$ cat src/rtl/cpu_types_pkg.sv
// Shared CPU-side types: machine word, RAM handshake state and arbiter state.
package cpu_types_pkg;

  typedef logic [31:0] word_t;

  // Status reported by the RAM model/controller each cycle.
  typedef enum logic [1:0] {
    FREE   = 2'd0,
    BUSY   = 2'd1,
    ACCESS = 2'd2,
    ERROR  = 2'd3
  } ramstate_t;

  // Memory arbiter grant state.
  typedef enum logic [1:0] {
    IDLE   = 2'd0,
    DGRANT = 2'd1,
    IGRANT = 2'd2
  } arb_state_t;

endpackage

$ cat src/rtl/mem_arbiter.sv
// Single-port RAM arbiter between instruction fetch and data access.
// Data has priority, but a completed data grant hands the next contested
// grant to the fetch side so neither requester starves. Each grant is
// bounded by a wait counter; timeouts and RAM errors set a sticky memerr.
module mem_arbiter
  import cpu_types_pkg::*;
#(
  parameter int unsigned TIMEOUT = 255
) (
  input  logic      CLK,
  input  logic      nRST,
  // instruction fetch port
  input  logic      iREN,
  input  word_t     iaddr,
  output logic      iwait,
  output word_t     iload,
  // data port
  input  logic      dREN,
  input  logic      dWEN,
  input  word_t     daddr,
  input  word_t     dstore,
  output logic      dwait,
  output word_t     dload,
  // RAM port
  output logic      ramREN,
  output logic      ramWEN,
  output word_t     ramaddr,
  output word_t     ramstore,
  input  word_t     ramload,
  input  ramstate_t ramstate,
  // sticky error
  output logic      memerr
);

  arb_state_t state_q, state_d;
  logic [7:0] cnt_q, cnt_d;
  logic       last_was_data_q, last_was_data_d;
  logic       memerr_q, memerr_d;

  logic       dreq;
  logic       req;
  logic [8:0] cnt_inc;

  // Next-state and output decode; RAM port and waits follow the current grant.
  always_comb begin
    state_d         = state_q;
    cnt_d           = cnt_q;
    last_was_data_d = last_was_data_q;
    memerr_d        = memerr_q;
    req             = 1'b0;
    iwait           = 1'b1;
    dwait           = 1'b1;
    ramREN          = 1'b0;
    ramWEN          = 1'b0;
    ramaddr         = '0;
    ramstore        = '0;

    dreq    = dREN | dWEN;
    cnt_inc = {1'b0, cnt_q} + 9'd1;

    unique case (state_q)
      IDLE: begin
        cnt_d = '0;
        // Fetch wins a contested cycle only right after a completed data grant.
        if (dreq && !(iREN && last_was_data_q)) begin
          state_d = DGRANT;
        end else if (iREN) begin
          state_d = IGRANT;
        end
      end

      DGRANT, IGRANT: begin
        if (state_q == DGRANT) begin
          req      = dreq;
          ramaddr  = daddr;
          ramstore = dstore;
          ramWEN   = dWEN;
          ramREN   = dREN & ~dWEN;
          dwait    = ~(req && (ramstate == ACCESS));
        end else begin
          req     = iREN;
          ramaddr = iaddr;
          ramREN  = 1'b1;
          iwait   = ~(req && (ramstate == ACCESS));
        end

        if (!req) begin
          // Requester gave up: abort without recording a completion.
          state_d = IDLE;
          cnt_d   = '0;
        end else if (ramstate == ERROR) begin
          memerr_d = 1'b1;
          state_d  = IDLE;
          cnt_d    = '0;
        end else if (ramstate == ACCESS) begin
          state_d         = IDLE;
          cnt_d           = '0;
          last_was_data_d = (state_q == DGRANT);
        end else if (32'(cnt_inc) >= TIMEOUT) begin
          memerr_d = 1'b1;
          state_d  = IDLE;
          cnt_d    = '0;
        end else begin
          cnt_d = cnt_inc[7:0];
        end
      end

      default: begin
        state_d = IDLE;
        cnt_d   = '0;
      end
    endcase
  end

  // Grant FSM, wait counter, alternation bit and sticky error flag.
  always_ff @(posedge CLK or negedge nRST) begin
    if (!nRST) begin
      state_q         <= IDLE;
      cnt_q           <= '0;
      last_was_data_q <= 1'b0;
      memerr_q        <= 1'b0;
    end else begin
      state_q         <= state_d;
      cnt_q           <= cnt_d;
      last_was_data_q <= last_was_data_d;
      memerr_q        <= memerr_d;
    end
  end

  assign iload  = ramload;
  assign dload  = ramload;
  assign memerr = memerr_q;

endmodule

$ cat config.mk
export PLATFORM = sky130hd
export DESIGN_NAME = mem_arbiter
export DESIGN_NICKNAME = d
export VERILOG_FILES = /design/src/rtl/cpu_types_pkg.sv /design/src/rtl/mem_arbiter.sv
export SDC_FILE = /design/constraint.sdc
export NUM_CORES = 1
export LEC_CHECK = 0
export BUFFER_PORTS_ARGS = -buffer_cell sky130_fd_sc_hd__buf_4
export CAP_MARGIN = 30
export CORE_AREA = 8 8 99 101
export DETAILED_ROUTE_END_ITERATION = 12
export DIE_AREA = 0 0 107 109
export SLEW_MARGIN = 20
export SYNTH_ARGS = -nofsm -noshare
export SYNTH_HDL_FRONTEND = slang
export SYNTH_SLANG_ARGS = --single-unit
$ cat constraint.sdc
create_clock -name CLK -period 2.38 [get_ports CLK]
set_input_delay 0.595 -clock CLK [delete_from_list [all_inputs] [get_ports CLK]]
set_output_delay 0.595 -clock CLK [all_outputs]
set_load 0.01 [all_outputs]
==> results of run 1 <==
==> synth_stat cells (2+ instances only) <==
| library cell | n |
|---|---|
| a211oi_1 | 2 |
| clkbuf_1 | 9 |
| o21ai_0 | 4 |
| dfrtp_1 | 12 |
| nand2_1 | 7 |
| buf_4 | 64 |
| buf_2 | 2 |
| and2_1 | 33 |
| nand3_1 | 2 |
| xnor2_1 | 4 |
| ha_1 | 5 |
| inv_1 | 4 |
| mux2i_1 | 33 |
| nor2_1 | 43 |
| and3_1 | 5 |
| nand2b_1 | 2 |
==> cells by family after synthesis <==
kind of cell	share of synthesized area
flops	0.159
simple gates	0.270
xor+xnor	0.0232
buf+inv	0.288
compound gates	0.0511
fa+ha+maj	0.0332
mux	0.175
==> layer usage <==
metal,track usage,vias up,part of all wire,wire (um)
met2,0.240,135,0.54,4430
li1,-,940,-,-
met5,0,-,0,0
met3,0.0526,7,0.10,832
met1,0.127,889,0.36,2930
met4,0.0131,0,0.0038,31
==> report_power, final <==
group | switching, mW | internal [mW]
Sequential | 0.0272 | 0.234
Combinational | 1.15 | 1.15
Clock | 0.0713 | 0.111
==> layout by cell type (no fill, tap or decap) <==
cell | synthesis | routed
nand2b_1 | 2 | 2
nor2_1 | 43 | 43
a2111oi_4 | 1 | 1
or3_4 | 1 | 1
buf_4 | 64 | 176
a21o_1 | 1 | 1
dfrtp_1 | 12 | 12
a31oi_1 | 1 | 1
buf_6 | 0 | 1
a211oi_1 | 2 | 2
nand3b_4 | 1 | 1
and2_1 | 33 | 33
mux2i_1 | 33 | 33
nor3_2 | 0 | 1
xnor2_1 | 4 | 4
o22ai_1 | 1 | 1
a21oi_1 | 1 | 1
nand2_1 | 7 | 7
clkbuf_8 | 0 | 3
clkinv_1 | 1 | 1
nand4b_1 | 1 | 1
xor2_1 | 1 | 1
ha_4 | 0 | 1
o21ai_0 | 4 | 4
inv_1 | 4 | 4
and3_1 | 5 | 5
nand3_1 | 2 | 2
a31o_2 | 1 | 1
ha_1 | 5 | 4
nor4bb_1 | 1 | 1
or2_2 | 1 | 1
buf_12 | 0 | 1
==> worst max-delay path, cell delays in order, from the launching register on <==
cell and delay (ns):
dfrtp_1 0.39, inv_1 0.11, ha_1 0.32, nand4b_1 0.15, or2_2 0.32, buf_4 0.15
==> worst paths after layout <==
kind / startpoint / end / slack [ns] / cells after the start
setup / recovery: state_q[0]$_DFFE_PN0P_ / iwait / 0.10 / 5
hold / removal: nRST / memerr$_DFFE_PN0P_ / 0.18 / 1
setup reg to reg: state_q[0]$_DFFE_PN0P_ / state_q[1]$_DFFE_PN0P_ / 0.31 / 8
hold reg to reg: last_was_data_q$_DFFE_PN0P_ / last_was_data_q$_DFFE_PN0P_ / 0.49 / 2
max in group asynchronous: nRST / cnt_q[7]$_DFF_PN0_ / 2.04 / 1
min in group CLK: last_was_data_q$_DFFE_PN0P_ / last_was_data_q$_DFFE_PN0P_ / 0.49 / 2
==> flip-flops by register name, indices dropped and copies added (netlist names) <==
register         flops
last_was_data_q      1
state_q              2
cnt_q                8
memerr               1
==> area by class of cell <==
class	instances	area, um^2	area share
clock buffer	3	41.3	0.0142
multi-input combinational	153	1060	0.364
inverter	5	18.8	0.00645
timing repair buffer	178	1350	0.465
sequential	12	300	0.103
tap	108	135	0.0465
==> repair_timing <==
item                       4_1_cts  5_1_grt
resized for setup                1        2
setup buffers                    0        2
setup endpoints to repair        3       32
==> metrics.yaml, run 1 <==
status: "completed"
grt_max_degree: 35
tns_ns: 0
synth-seq-area-share: 0.159
drive_above_1_share: 0.536
postRouteAntennaNets: 0
cts_tree: "done"
fin_util: 0.347
vias: 1971
drtPass1Iterations: 4
vias_per_cell: 4.29
syn_area_um2: 1890
hold_viol_final: 0
fillers: 894
power_density_nw_per_um2: 946
areaGrowthSynthToFinish_pct: 54.2
design.core.area_um2: 8380
drtIter0Drc: 92
path_max_fanout: 4
max_slew.worst_pin.slew_ns: 0.471
final_cell_count_no_fill: 459
fin_area_um2: 2910
synth_edf_count: 0
crit_type: "register to output pin"
place_congestion: 0.823
setup_slack_ns: 0.103
cts_sinks: 12
gr-total-overflow: 0
synth_area_leaders: "buf_4 25%, mux2i_1 18%, dfrtp_1 16%"
cts_made_buffers: 3
synth.distinct_cells: 30
hold_path_class: "input port to async pin"
start_util: 0.225
grt_pass1_wl_um: 11700
die_height_um: 109
async_reset_ff_frac: 1.00
syn_inst: 245
grt_usage: 0.125
die_w_um: 107
routed_wl_um: 8230
leakagePower_nw: 1.51
wl_per_cell_um: 17.9
io_pins: 268
endpoint_kind: "output pin"
finalPower_mw: 2.75
antenna_found_initial: 0
htreeDepth: 1
synth_top_cell_area_share: 0.255
fin_crit_ns: 2.28
hpwl_um: 7030
cp.arrival_ns: 1.68
required_ns: 1.78
fin_crit_sh: 0.957
rows: 34
yosys_register_bits: 12
cts-hold-fix-buffers: 0
setup_viol: 0
rsz0062_at_grt: "no"
dpl_worst_slack_ns: 0.243
max_freq_mhz: 439
grt_pass1_vias: 2050
yosysTopAreaCell: "buf_4"
cap_violations: 0
whs_ns: 0.183
fin_skew_ns: 0.00587
yosys_warnings: 0
cts.clk_slew.worst_paths_ns: 0.05
route.detailed.drc: 0
syn_area_per_cell_um2: 7.70
root_buffer: "clkbuf_8"
critPathLaunchType: "register"
clk_latency_ns: 0.24
slew_violations: 0
die_area_um2: 11700
placedCellCount: 454
nets: 493
io_buffers: 171
insertedDiodeCount: 0
peakVddDrop_mv: 0.420
placed_cell_area_um2: 2830
clockBufferDepth: 2
relSlewSlack: 0.684
synth_nets: 385
synth_flop_cell: "dfrtp_1"
Power figures use the tool's default switching activity.
==> run 2, diff against run 1 <==
--- a/config.mk
+++ b/config.mk
@@ -10,6 +10,7 @@
 export CORE_AREA = 8 8 99 101
 export DETAILED_ROUTE_END_ITERATION = 12
 export DIE_AREA = 0 0 107 109
+export PLACE_DENSITY = 0.67
 export SLEW_MARGIN = 20
 export SYNTH_ARGS = -nofsm -noshare
 export SYNTH_HDL_FRONTEND = slang
==> constraint.sdc (replaced) <==
create_clock -name CLK -period 2 [get_ports CLK]
set_input_delay 0.5 -clock CLK [delete_from_list [all_inputs] [get_ports CLK]]
set_output_delay 0.5 -clock CLK [all_outputs]
set_load 0.01 [all_outputs]
==> metrics.yaml, run 2 (synthesis gave the netlist of run 1 again) <==
status: "finished, violations left"
violations: "negative setup slack"
crit_type: "register to output pin"
cts-hold-fix-buffers: 0  # unchanged
cts_made_buffers: 3  # unchanged
fin_util: 0.395  # +0.0481
endpoint_kind: "output pin"
nets: 508  # +3.0%
wl_met3_um: 877  # +5.4%
routed_wl_um: 8640  # +4.9%
cp.arrival_ns: 1.60  # -0.08 ns
die_w_um: 107  # unchanged
reg2regPathDepth: 6  # -2
vias_per_cell: 4.32  # +0.65%
drive_above_1_share: 0.616  # +0.0802
required_ns: 1.50  # -0.28 ns
crit_slowest_cell: "dfrtp_1"
fin_skew_ns: 0.00371  # -0.00216 ns
layout_common_cells: "162 x buf_4, 41 x nor2_1, 27 x and2_1"
final_common_cell: "buf_4"
route.detailed.drc: 0  # unchanged
die_area_um2: 11700  # unchanged
place_congestion: 0.850  # +3.3%
top_regs: "cnt_q x8, state_q x2"
hold_path_class: "input port to async pin"
wl_met1_um: 3320  # +13%
antenna_found_initial: 0  # unchanged
cpPeakStageDelay_ns: 0.39  # about the same
slew_violations: 0  # unchanged
worstPathCellList: "buf_6, ha_4, buf_6, buf_12, mux2i_1, nor2_1, buf_4"
fin_crit_ns: 2.10
grt_usage: 0.131  # +0.00632
root_buffer: "clkbuf_8"
max_slew.worst_pin.slew_ns: 0.483  # +0.0117 ns
hold_viol_final: 0  # unchanged
regMostFlops: "cnt_q"
max_freq_mhz: 476
areaGrowthSynthToFinish_pct: 75.6
swShare: 0.423  # -0.0326
power_density_nw_per_um2: 1240  # +31%
combPwrFrac: 0.861  # +0.022
die_height_um: 109  # unchanged
r2r_end: "state_q[0]$_DFFE_PN0P_"
design.core.area_um2: 8380  # unchanged
rows: 34  # unchanged
leakagePower_nw: 1.66  # +9.7%
vias: 2053  # +4.2%
route.met2.wl_um: 4400  # -0.70%
fin_crit_sh: 1.05
setup_viol: 54  # +54
gr-total-overflow: 0  # unchanged
clkPwrFrac: 0.065  # about the same
rsz0062_at_grt: "yes"
p_seq_frac: 0.074  # -0.021
start_util: 0.225  # unchanged
p_int_mw: 2.37  # +58%
io_pins: 268  # unchanged
clockBufferDepth: 2  # unchanged
r2r-start: "cnt_q[1]$_DFF_PN0_"
crit_top_cell: "buf_6"
cts.clk_slew.worst_paths_ns: 0.05  # about the same
ff2ff_setup_slack_ns: 0.12  # -0.19 ns
grt_pass1_vias: 2066  # +0.78%
fillers: 852  # -4.7%
p_sw_mw: 1.73  # +38%
largest_reg_flops: 8  # unchanged
grt_pass1_wl_um: 12100  # +3.4%
peakVddDrop_mv: 0.609  # +45%
grt_max_degree: 31  # -11%
hpwl_um: 7060  # +0.54%
drtIter0Drc: 94  # +2.2%
top_layer_used: "met4"
setup_slack_ns: -0.103  # -0.205 ns
relSlewSlack: 0.675  # -0.00971
cts_tree: "done"
cap_violations: 0  # unchanged
postRouteAntennaNets: 0  # unchanged
critPathLaunchType: "register"
cts_sinks: 12  # unchanged
dpl_worst_slack_ns: 0.0217  # -0.221 ns
path_max_fanout: 10  # +6
drtPass1Iterations: 4  # unchanged
insertedDiodeCount: 0  # unchanged
io_buffers: 171  # unchanged
clk_latency_ns: 0.25  # about the same
wl_per_cell_um: 18.2  # +1.3%
htreeDepth: 1  # unchanged
run 2: changes by cell type in the layout (fill, tap and decap cells not counted), moves of 3 or more:
cell,change
and2_1,-6
buf_12,+3
and2_4,+6
mux2i_1,-7
mux2i_2,+4
buf_4,-14
mux2i_4,+3
buf_6,+22
run 2: worst max path at each step:
| stage | endpoint | slack [ns] | from | cells past startpoint |
|---|---|---|---|---|
| CTS | ramaddr[1] | -0.12 | state_q[0]$_DFFE_PN0P_ | 7 |
| detailed placement | ramaddr[7] | 0.02 | state_q[1]$_DFFE_PN0P_ | 6 |
| floorplan | ramaddr[19] | 0.10 | state_q[1]$_DFFE_PN0P_ | 6 |
| global route | ramaddr[28] | -0.18 | state_q[1]$_DFFE_PN0P_ | 7 |
| global placement | state_q[0]$_DFFE_PN0P_ | 0.08 | cnt_q[1]$_DFF_PN0_ | 6 |
| finish | ramaddr[19] | -0.10 | state_q[0]$_DFFE_PN0P_ | 7 |
run 2: area by class of cell:
class,instances,area (um^2),share of cell area
Timing Repair Buffer,192,1620,0.490
Multi-Input combinational cell,154,1180,0.355
Inverter,5,21.3,0.00642
Sequential cell,12,300,0.0907
Clock buffer,4,55.1,0.0166
Tap cell,108,135,0.0408
run 2: through the flow:
step	setup TNS [ns]	power [mW]	std cells	hold WS, ns	instance area, um^2
after global placement	0	3.11	461	0.347	2890
after detailed placement	0	3.13	461	0.348	2890
after floorplan	0	1.79	245	0.204	1890
after CTS	-2.90	3.96	472	0.0805	3200
after global routing	-7.25	4.36	475	0.0815	3310
final	-2.70	4.10	475	0.0815	3310
run 2: power by group through the flow:
stage,registers [mW],logic [mW],clock network (mW)
global placement,0.300,2.81,0
CTS,0.299,3.39,0.277
detailed placement,0.301,2.83,0
global route,0.305,3.77,0.293
floorplan,0.306,1.49,0
finish,0.302,3.53,0.268
run 2: what timing repair did:
action | in CTS | in global routing
cloned | 2 | 2
setup buffers | 6 | 3
endpoints found under the setup margin | 68 | 76
pin swaps | 4 | 6
resized for setup | 45 | 23
run 2: worst max-delay path, delay by kind of cell (launching register included):
kind                       cells  cell delay, ns
buffers and inverters          4            0.53
DFF                            1            0.39
adders and majority gates      1            0.17
muxes                          1            0.11
and+or+nand+nor                1            0.13
run 2: per-layer routing:
metal / vias to the layer above / GRT usage
met5: - / 0
met4: 0 / 0.0181
li1: 982 / -
met1: 944 / 0.154
met3: 4 / 0.0585
met2: 123 / 0.222
==> run 3, diff against run 2 <==
--- a/config.mk
+++ b/config.mk
@@ -7,10 +7,10 @@
 export LEC_CHECK = 0
 export BUFFER_PORTS_ARGS = -buffer_cell sky130_fd_sc_hd__buf_4
 export CAP_MARGIN = 30
-export CORE_AREA = 8 8 99 101
+export CORE_AREA = 8 8 97 99
 export DETAILED_ROUTE_END_ITERATION = 12
-export DIE_AREA = 0 0 107 109
-export PLACE_DENSITY = 0.67
+export DIE_AREA = 0 0 105 107
+export PLACE_DENSITY = 0.69
 export SLEW_MARGIN = 20
 export SYNTH_ARGS = -nofsm -noshare
 export SYNTH_HDL_FRONTEND = slang
==> metrics.yaml, run 3 (synthesis gave the netlist of run 1 again) <==
rsz0062_at_grt: "yes"
cts-hold-fix-buffers: 0  # unchanged
top_regs: "cnt_q x8, state_q x2"
placed_cell_area_um2: 2840  # -1.4%
hold_path_class: "input port to async pin"
cts_made_buffers: 3  # unchanged
io_pins: 268  # unchanged
grt_pass1_wl_um: 11600  # -4.3%
routed_wl_um: 8000  # -7.3%
hold_viol_final: 0  # unchanged
setup_slack_ns: -0.0972  # +0.00533 ns
die_w_um: 105  # -1.9%
route.detailed.drc: 0  # unchanged
nets: 498  # -2.0%
final_cell_count_no_fill: 462  # -2.7%
design.core.area_um2: 7930  # -5.4%
required_ns: 1.50  # about the same
place_congestion: 0.806  # -5.2%
relSlewSlack: 0.646  # -0.0290
drive_above_1_share: 0.560  # -0.0556
wl_per_cell_um: 17.3  # -4.7%
cp.arrival_ns: 1.60  # about the same
critPathLaunchType: "register"
dpl_worst_slack_ns: -0.00898  # -0.0307 ns
regMostFlops: "cnt_q"
start_util: 0.238  # +0.0129
io_buffers: 171  # unchanged
status: "finished, violations left"
htreeDepth: 1  # unchanged
fin_skew_ns: 0.00136  # -0.00235 ns
insertedDiodeCount: 0  # unchanged
crit_slowest_cell: "dfrtp_1"
endpoint_kind: "output pin"
layout_common_cells: "176 x buf_4, 43 x nor2_1, 33 x and2_1"
die_area_um2: 11200  # -3.7%
max_freq_mhz: 477  # +0.25%
cts_tree: "done"
cts.clk_slew.worst_paths_ns: 0.05  # about the same
power_density_nw_per_um2: 1180  # -4.4%
crit_type: "register to output pin"
die_height_um: 107  # -1.8%
clockBufferDepth: 2  # unchanged
grt_max_degree: 33  # +6.5%
fin_crit_sh: 1.05  # -0.00266
max_slew.worst_pin.slew_ns: 0.529  # +0.0461 ns
slew_violations: 0  # unchanged
largest_reg_flops: 8  # unchanged
finalPower_mw: 3.60  # -12%
r2r-start: "cnt_q[1]$_DFF_PN0_"
leakagePower_nw: 1.57  # -5.8%
grt_usage: 0.127  # -0.00436
setup_viol: 34  # -37%
crit_buf_inv: 3  # -1
final_common_cell: "buf_4"
vias_per_cell: 4.28  # -0.99%
fin_crit_ns: 2.10  # -0.00533 ns
cts_sinks: 12  # unchanged
cap_violations: 0  # unchanged
violations: "negative setup slack"
fin_util: 0.384  # -0.0115
postRouteAntennaNets: 0  # unchanged
drtIter0Drc: 65  # -31%
rows: 33  # -2.9%
peakVddDrop_mv: 0.542  # -11%
drtPass1Iterations: 4  # unchanged
root_buffer: "clkbuf_8"
gr-total-overflow: 0  # unchanged
worstPathCellList: "buf_4, ha_4, buf_6, or2_2, buf_4"
hpwl_um: 6640  # -6.0%
vias: 1977  # -3.7%
clk_latency_ns: 0.24  # about the same
path_max_fanout: 27  # +17
antenna_found_initial: 0  # unchanged
cpPeakStageDelay_ns: 0.39  # about the same
startpoint: "state_q[0]$_DFFE_PN0P_"
grt_pass1_vias: 2029  # -1.8%
fin_area_um2: 3040  # -8.2%
areaGrowthSynthToFinish_pct: 61.2
cp_top_family: "buffers and inverters"
crit_top_cell: "buf_4"
placedCellCount: 453  # -1.7%
[run 3: power by group]
group | leakage [nW] | switching, mW | internal [mW] | total (mW)
registers | 0.156 | 0.0221 | 0.278 | 0.300
logic | 1.38 | 1.46 | 1.57 | 3.03
clock network | 0.0288 | 0.0901 | 0.174 | 0.264
[run 3: path summary, 6_finish.rpt]
path / to / slack (ns) / depth (start not counted)
worst max-delay path: iwait / -0.1 / 5
worst min-delay path: cnt_q[3]$_DFF_PN0_ / 0.09 / 1
worst max register to register: state_q[0]$_DFFE_PN0P_ / 0.10 / 6
worst min register to register: last_was_data_q$_DFFE_PN0P_ / 0.49 / 2
max in group asynchronous: last_was_data_q$_DFFE_PN0P_ / 1.76 / 1
min in group CLK: last_was_data_q$_DFFE_PN0P_ / 0.49 / 2
[run 3: metrics by stage]
step | TNS [ns] | hold slack (ns)
6_report | -0.893 | 0.0854
5_1_grt | -4.65 | 0.0908
4_1_cts | -1.44 | 0.0876
3_5_place_dp | -0.00898 | 0.350
3_3_place_gp | 0 | 0.346
2_1_floorplan | 0 | 0.204
[run 3: worst reg2reg max path: stages (launching register included)]
cell and delay (ns):
dfrtp_1 0.37, ha_2 0.19, nand3_1 0.10, or3_4 0.36, a2111oi_4 0.37, nand3b_4 0.24
mux2i_1 0.19
[run 3: layer usage]
layer  vias up  share of wire  GRT usage
met5         -              0          0
met4         0         0.0045     0.0234
met3         4          0.084     0.0438
met2       107           0.54      0.244
met1       911           0.37      0.131
li1        955              -          -
[run 3: cell type report]
class,instances,area [um^2]
Fill cell,833,4890
Timing Repair Buffer,182,1440
Multi-Input combinational cell,154,1100
Sequential cell,12,300
Tap cell,105,131
Clock buffer,4,55.1
Inverter,5,21.3
[run 3: repair_timing]
| item | 4_1_cts | 5_1_grt |
|---|---|---|
| gates resized for setup | 11 | 5 |
| setup buffers | 2 | 0 |
| pin swaps | 1 | 3 |
| endpoints found under the setup margin | 44 | 50 |
| cloned | 1 | 2 |
